==> src/rtl/theta_if.sv <==
// Lane-serial RAM and start/ready handshake bundle for the theta stage.
// master: the theta engine; slave: the RAM/controller side.
interface theta_if #(
    parameter int unsigned LANE_W = 64
);
    logic              start;
    logic              ready;
    logic              rd_en;
    logic [4:0]        rd_addr;
    logic [LANE_W-1:0] rd_data;
    logic              wr_en;
    logic [4:0]        wr_addr;
    logic [LANE_W-1:0] wr_data;

    modport master (
        input  start, rd_data,
        output ready, rd_en, rd_addr, wr_en, wr_addr, wr_data
    );

    modport slave (
        output start, rd_data,
        input  ready, rd_en, rd_addr, wr_en, wr_addr, wr_data
    );
endinterface

==> src/rtl/theta.sv <==
// Keccak-f theta stage: lane-serial column-parity accumulate, D compute, in-place apply.
// THETA_DUAL_PORT_EN defined: overlapped read/write APPLY (53 cycles); undefined: single-port (77 cycles).
module theta #(
    parameter int unsigned LANE_W = 64
) (
    input  logic     clk,
    input  logic     rst,
    theta_if.master  bus
);

    typedef enum logic [1:0] {
        IDLE,
        ACC,
        DCALC,
        APPLY
    } state_t;

    state_t state, state_nxt;

    logic [LANE_W-1:0] c_reg [5];
    logic [LANE_W-1:0] d_reg [5];
    logic [4:0]        k;
    logic [2:0]        x;
    logic              ph;
    logic [2:0]        x_inc;

    function automatic logic [LANE_W-1:0] rotl1(input logic [LANE_W-1:0] v);
        return (v << 1) | (v >> (LANE_W - 1));
    endfunction

    // x follows the column of the lane whose data is on rd_data, avoiding a mod-5 divider
    assign x_inc = (x == 3'd4) ? 3'd0 : x + 3'd1;

    always_ff @(posedge clk or posedge rst) begin
        if (rst) begin
            state <= IDLE;
        end else begin
            state <= state_nxt;
        end
    end

    always_comb begin
        state_nxt   = state;
        bus.ready   = 1'b0;
        bus.rd_en   = 1'b0;
        bus.rd_addr = '0;
        bus.wr_en   = 1'b0;
        bus.wr_addr = '0;
        bus.wr_data = '0;
        case (state)
            IDLE: begin
                bus.ready = 1'b1;
                if (bus.start) begin
                    state_nxt = ACC;
                end
            end
            ACC: begin
                if (k < 5'd25) begin
                    bus.rd_en   = 1'b1;
                    bus.rd_addr = k;
                end
                if (k == 5'd25) begin
                    state_nxt = DCALC;
                end
            end
            DCALC: begin
                state_nxt = APPLY;
            end
            APPLY: begin
`ifdef THETA_DUAL_PORT_EN
                if (k < 5'd25) begin
                    bus.rd_en   = 1'b1;
                    bus.rd_addr = k;
                end
                if (k != 5'd0) begin
                    bus.wr_en   = 1'b1;
                    bus.wr_addr = k - 5'd1;
                    bus.wr_data = bus.rd_data ^ d_reg[x];
                end
                if (k == 5'd25) begin
                    state_nxt = IDLE;
                end
`else
                if (!ph) begin
                    bus.rd_en   = 1'b1;
                    bus.rd_addr = k;
                end else begin
                    bus.wr_en   = 1'b1;
                    bus.wr_addr = k;
                    bus.wr_data = bus.rd_data ^ d_reg[x];
                    if (k == 5'd24) begin
                        state_nxt = IDLE;
                    end
                end
`endif
            end
            default: begin
                state_nxt = IDLE;
            end
        endcase
    end

    always_ff @(posedge clk or posedge rst) begin
        if (rst) begin
            k  <= '0;
            x  <= '0;
            ph <= 1'b0;
            for (int unsigned i = 0; i < 5; i++) begin
                c_reg[i] <= '0;
                d_reg[i] <= '0;
            end
        end else begin
            case (state)
                IDLE: begin
                    if (bus.start) begin
                        k  <= '0;
                        x  <= '0;
                        ph <= 1'b0;
                        for (int unsigned i = 0; i < 5; i++) begin
                            c_reg[i] <= '0;
                        end
                    end
                end
                ACC: begin
                    if (k != 5'd0) begin
                        c_reg[x] <= c_reg[x] ^ bus.rd_data;
                        x        <= x_inc;
                    end
                    k <= (k == 5'd25) ? 5'd0 : k + 5'd1;
                end
                DCALC: begin
                    for (int unsigned i = 0; i < 5; i++) begin
                        d_reg[i] <= c_reg[(i + 4) % 5] ^ rotl1(c_reg[(i + 1) % 5]);
                    end
                    k  <= '0;
                    x  <= '0;
                    ph <= 1'b0;
                end
                APPLY: begin
`ifdef THETA_DUAL_PORT_EN
                    if (k != 5'd0) begin
                        x <= x_inc;
                    end
                    k <= (k == 5'd25) ? 5'd0 : k + 5'd1;
`else
                    ph <= ~ph;
                    if (ph) begin
                        x <= x_inc;
                        k <= (k == 5'd24) ? 5'd0 : k + 5'd1;
                    end
`endif
                end
                default: begin
                    k <= '0;
                end
            endcase
        end
    end

endmodule
==> src/flat_wrapper.sv <==
// flat-port wrapper written by rule: the top's interface ports become plain ports
module theta_flat 
#(
    parameter int unsigned LANE_W = 64
)
  (clk, rst, bus_start, bus_rd_data, bus_ready, bus_rd_en, bus_rd_addr, bus_wr_en, bus_wr_addr, bus_wr_data);
  theta_if #(.LANE_W(LANE_W)) bus_i ();
  input  logic clk;
  input  logic rst;
  input wire logic [$bits(bus_i.start)-1:0] bus_start;
  input wire logic [$bits(bus_i.rd_data)-1:0] bus_rd_data;
  output wire logic [$bits(bus_i.ready)-1:0] bus_ready;
  output wire logic [$bits(bus_i.rd_en)-1:0] bus_rd_en;
  output wire logic [$bits(bus_i.rd_addr)-1:0] bus_rd_addr;
  output wire logic [$bits(bus_i.wr_en)-1:0] bus_wr_en;
  output wire logic [$bits(bus_i.wr_addr)-1:0] bus_wr_addr;
  output wire logic [$bits(bus_i.wr_data)-1:0] bus_wr_data;
  assign bus_i.start = bus_start;
  assign bus_i.rd_data = bus_rd_data;
  assign bus_ready = bus_i.ready;
  assign bus_rd_en = bus_i.rd_en;
  assign bus_rd_addr = bus_i.rd_addr;
  assign bus_wr_en = bus_i.wr_en;
  assign bus_wr_addr = bus_i.wr_addr;
  assign bus_wr_data = bus_i.wr_data;
  theta #(.LANE_W(LANE_W)) u_core (.clk(clk), .rst(rst), .bus(bus_i));
endmodule
==> config.mk <==
export PLATFORM = sky130hd
export DESIGN_NAME = theta_flat
export DESIGN_NICKNAME = d
export VERILOG_FILES = /design/src/rtl/theta_if.sv /design/src/rtl/theta.sv /design/src/flat_wrapper.sv
export SDC_FILE = /design/constraint.sdc
export NUM_CORES = 2
export LEC_CHECK = 0
export CAP_MARGIN = 20
export CORE_MARGIN = 2
export CORE_UTILIZATION = 55
export DETAILED_ROUTE_END_ITERATION = 6
export PLACE_DENSITY = 0.73
export SYNTH_ARGS = -nofsm -noshare
export SYNTH_HDL_FRONTEND = slang
export SYNTH_SLANG_ARGS = --single-unit
==> constraint.sdc <==
create_clock -name clk -period 29.3 [get_ports clk]
set_input_delay 5.86 -clock clk [delete_from_list [all_inputs] [get_ports clk]]
set_output_delay 5.86 -clock clk [all_outputs]
set_load 0.02 [all_outputs]
==> reports/results.ini <==
[status]
status = finished, final reports clean

[sta]
drv_slew = 0
setup_viol = 0
setup_tns_ns = 0
tightestPinTransition_ns = 1.251
final.setup_skew_ns = 0.03015
finalHoldViolCount = 0
fin_crit_ns = 13.52
final.setup.worst_slack_ns = 15.78
maxSlewHeadroom_pct = 16.58
fmax_mhz = 73.94
finalCritPeriodShare_pct = 46.16
rsz0062_at_grt = no

[placement]
dpl.hpwl_um = 58780
io_buffer_count = 143
dp_slack_ns = 15.81
gp_congestion = 0.8333

[clock_tree]
post-cts-setup-buffers = 0
ctsHoldBuffers = 0
clk_latency_ns = 0.61
path_clk_slew_ns = 0.05
clock_path_buffers = 3
numCtsBuffers = 71
root_buffer = clkbuf_16
cts_resized = 0
cts_tree = done
cts.sinks = 651
htree_levels = 3

[yosys]
synth_edf_count = 0
ys_seq_area_share_pct = 47.15
synth_flop_cell = dfrtp_1
synthArstFlopShare_pct = 100.0
ys_top_cells_by_area = dfrtp_1 47%, xnor2_1 9.0%, a22o_1 6.5%
syn_avg_cell_area_um2 = 10.92
syn_area_um2 = 34550
yosysTopAreaCell = dfrtp_1
syn_inst = 3165
ys_warn_count = 0
synth_fp_nets = 3241
ys_ff_latch = 651
synth.distinct_cells = 66
yosysTopAreaCellShare_pct = 47.15

[global_routing]
grt_pass1_wl_um = 157500
grt_pass1_vias = 26710
grt_max_degree = 252
grt-ovfl-total = 0
grt_use_total_pct = 31.41
antenna_found_initial = 2

[setup_path]
path_class = in -> out
crit_arrival_ns = 7.66
crit_path_end_kind = output pin
path_max_fanout = 6
crit_required_ns = 23.44
crit_path_start_kind = primary input

[detailed_routing]
routed_wirelength_um = 101300
num_vias = 26610
viasPerCell = 6.552
firstDrtPassIters = 6
ant_nets = 0
drc = 0
wl_per_cell_um = 24.94
drt_iter0_drc = 2531

[layout]
most-common-layout-cells = 648 x dfrtp_1, 369 x nor2_1, 356 x xnor2_1
area_growth_pct = 12.09
fillCellCount = 4919
regArea_um2 = 16300
multi_input_area_um2 = 17000
fin_nets = 3244
layout_commonest_cell = dfrtp_1
drive_gt1_share_pct = 9.929

[die]
ios = 144
dieWidth_um = 254.6
dieHeight_um = 254.6
design.core.area_um2 = 61940
dieArea_um2 = 64840
start_util_pct = 55.78
rows = 91

[power_and_ir_drop]
comb_power_share_pct = 24.7
power.leakage_nw = 16.14
p_int_mw = 2.102
peakVddDrop_mv = 0.04251
power_switching_mw = 0.9466
power_mw = 3.049
p_sw_share_pct = 31.05
power_density_nw_per_um2 = 78.72
p_seq_share_pct = 45.1
p_clk_share_pct = 30.3

[run]
max-cap-violations = 0

[hold_path]
min_path_type = reg -> reg

-- path summary, 6_finish.rpt --
check / slack [ns] / cells after the start / to / startpoint
min in group asynchronous: 5.77 / 2 / u_core.d_reg[183] / rst
max in group asynchronous: 19.71 / 7 / u_core.c_reg[148] / rst
min: 0.52 / 2 / u_core.d_reg[159] / u_core.d_reg[159]
max reg2reg: 24.83 / 6 / u_core.c_reg[316] / u_core.x[0]
min reg2reg: 0.52 / 2 / u_core.d_reg[159] / u_core.d_reg[159]
max: 15.78 / 4 / bus_wr_data[59] / bus_rd_data[59]
-- final cells by class --
type	count	share of cell area, %
clock inverter	21	0.5977
clock buffer	107	5.650
sequential	651	42.09
antenna	1	0.006461
multi-input combinational	2228	43.89
tap	837	2.704
inverter	27	0.2843
timing repair buffer	189	4.775
-- stage by stage --
stage          cell area (um^2)  instances  utilization [%]  hold WS, ns
6_report                  38730       4061            62.53       0.5197
5_1_grt                   38730       4060            62.52       0.5442
4_1_cts                   38670       4058            62.44       0.5226
3_5_place_dp              36250       3930            58.53       0.5115
3_3_place_gp              36240       3929            58.50       0.4985
2_1_floorplan             34550       3165                -       0.4840
-- kinds of logic after synthesis --
group,synth area share (%)
XOR/XNOR,10.05
AND/OR/NAND/NOR,11.08
multiplexers,6.895
flip-flops,47.15
buffers and inverters,3.846
AO/OA/AOI/OAI,20.66
adder cells (fa/ha/maj),0.3259
-- power by group through the flow --
stage / Clock, mW / Sequential (mW) / Combinational (mW)
global route: 0.965 / 1.40 / 0.834
detailed placement: 0 / 1.38 / 0.749
CTS: 0.931 / 1.37 / 0.757
global placement: 0 / 1.36 / 0.725
floorplan: 0 / 1.31 / 0.576
finish: 0.922 / 1.37 / 0.753
-- Yosys cell counts (18+ instances only) --
cell and count:
nand2b_1 23, xnor2_1 356, a21oi_1 321, nor2_1 370, nand4bb_1 19, or3_1 20
o22ai_1 20, a22oi_1 50, clkbuf_1 143, nor3_1 18, o221ai_1 24, mux2i_1 130
nand2_1 97, and3_1 23, a22o_1 257, dfrtp_1 651, xor2_1 18, o2bb2ai_1 144
mux4_2 36, nor4bb_1 58, mux2_2 24, buf_4 20, buf_2 72, o21ai_0 27
inv_1 26
-- worst max-delay path, cell delays in order --
cell and delay, ns:
clkdlybuf4s50_1 0.52, nand2b_1 0.19, mux2i_1 0.38, clkdlybuf4s50_1 0.70
-- per-layer routing --
layer | routed length, um | global-route usage, % | vias to the layer above
met5 | 30 | 0 | -
met4 | 4260 | 13.92 | 4
met3 | 7570 | 6.001 | 275
met2 | 48010 | 50.18 | 1205
met1 | 41410 | 41.94 | 13530
li1 | - | - | 11600
Note: power is estimated with default switching activity, not from simulation.
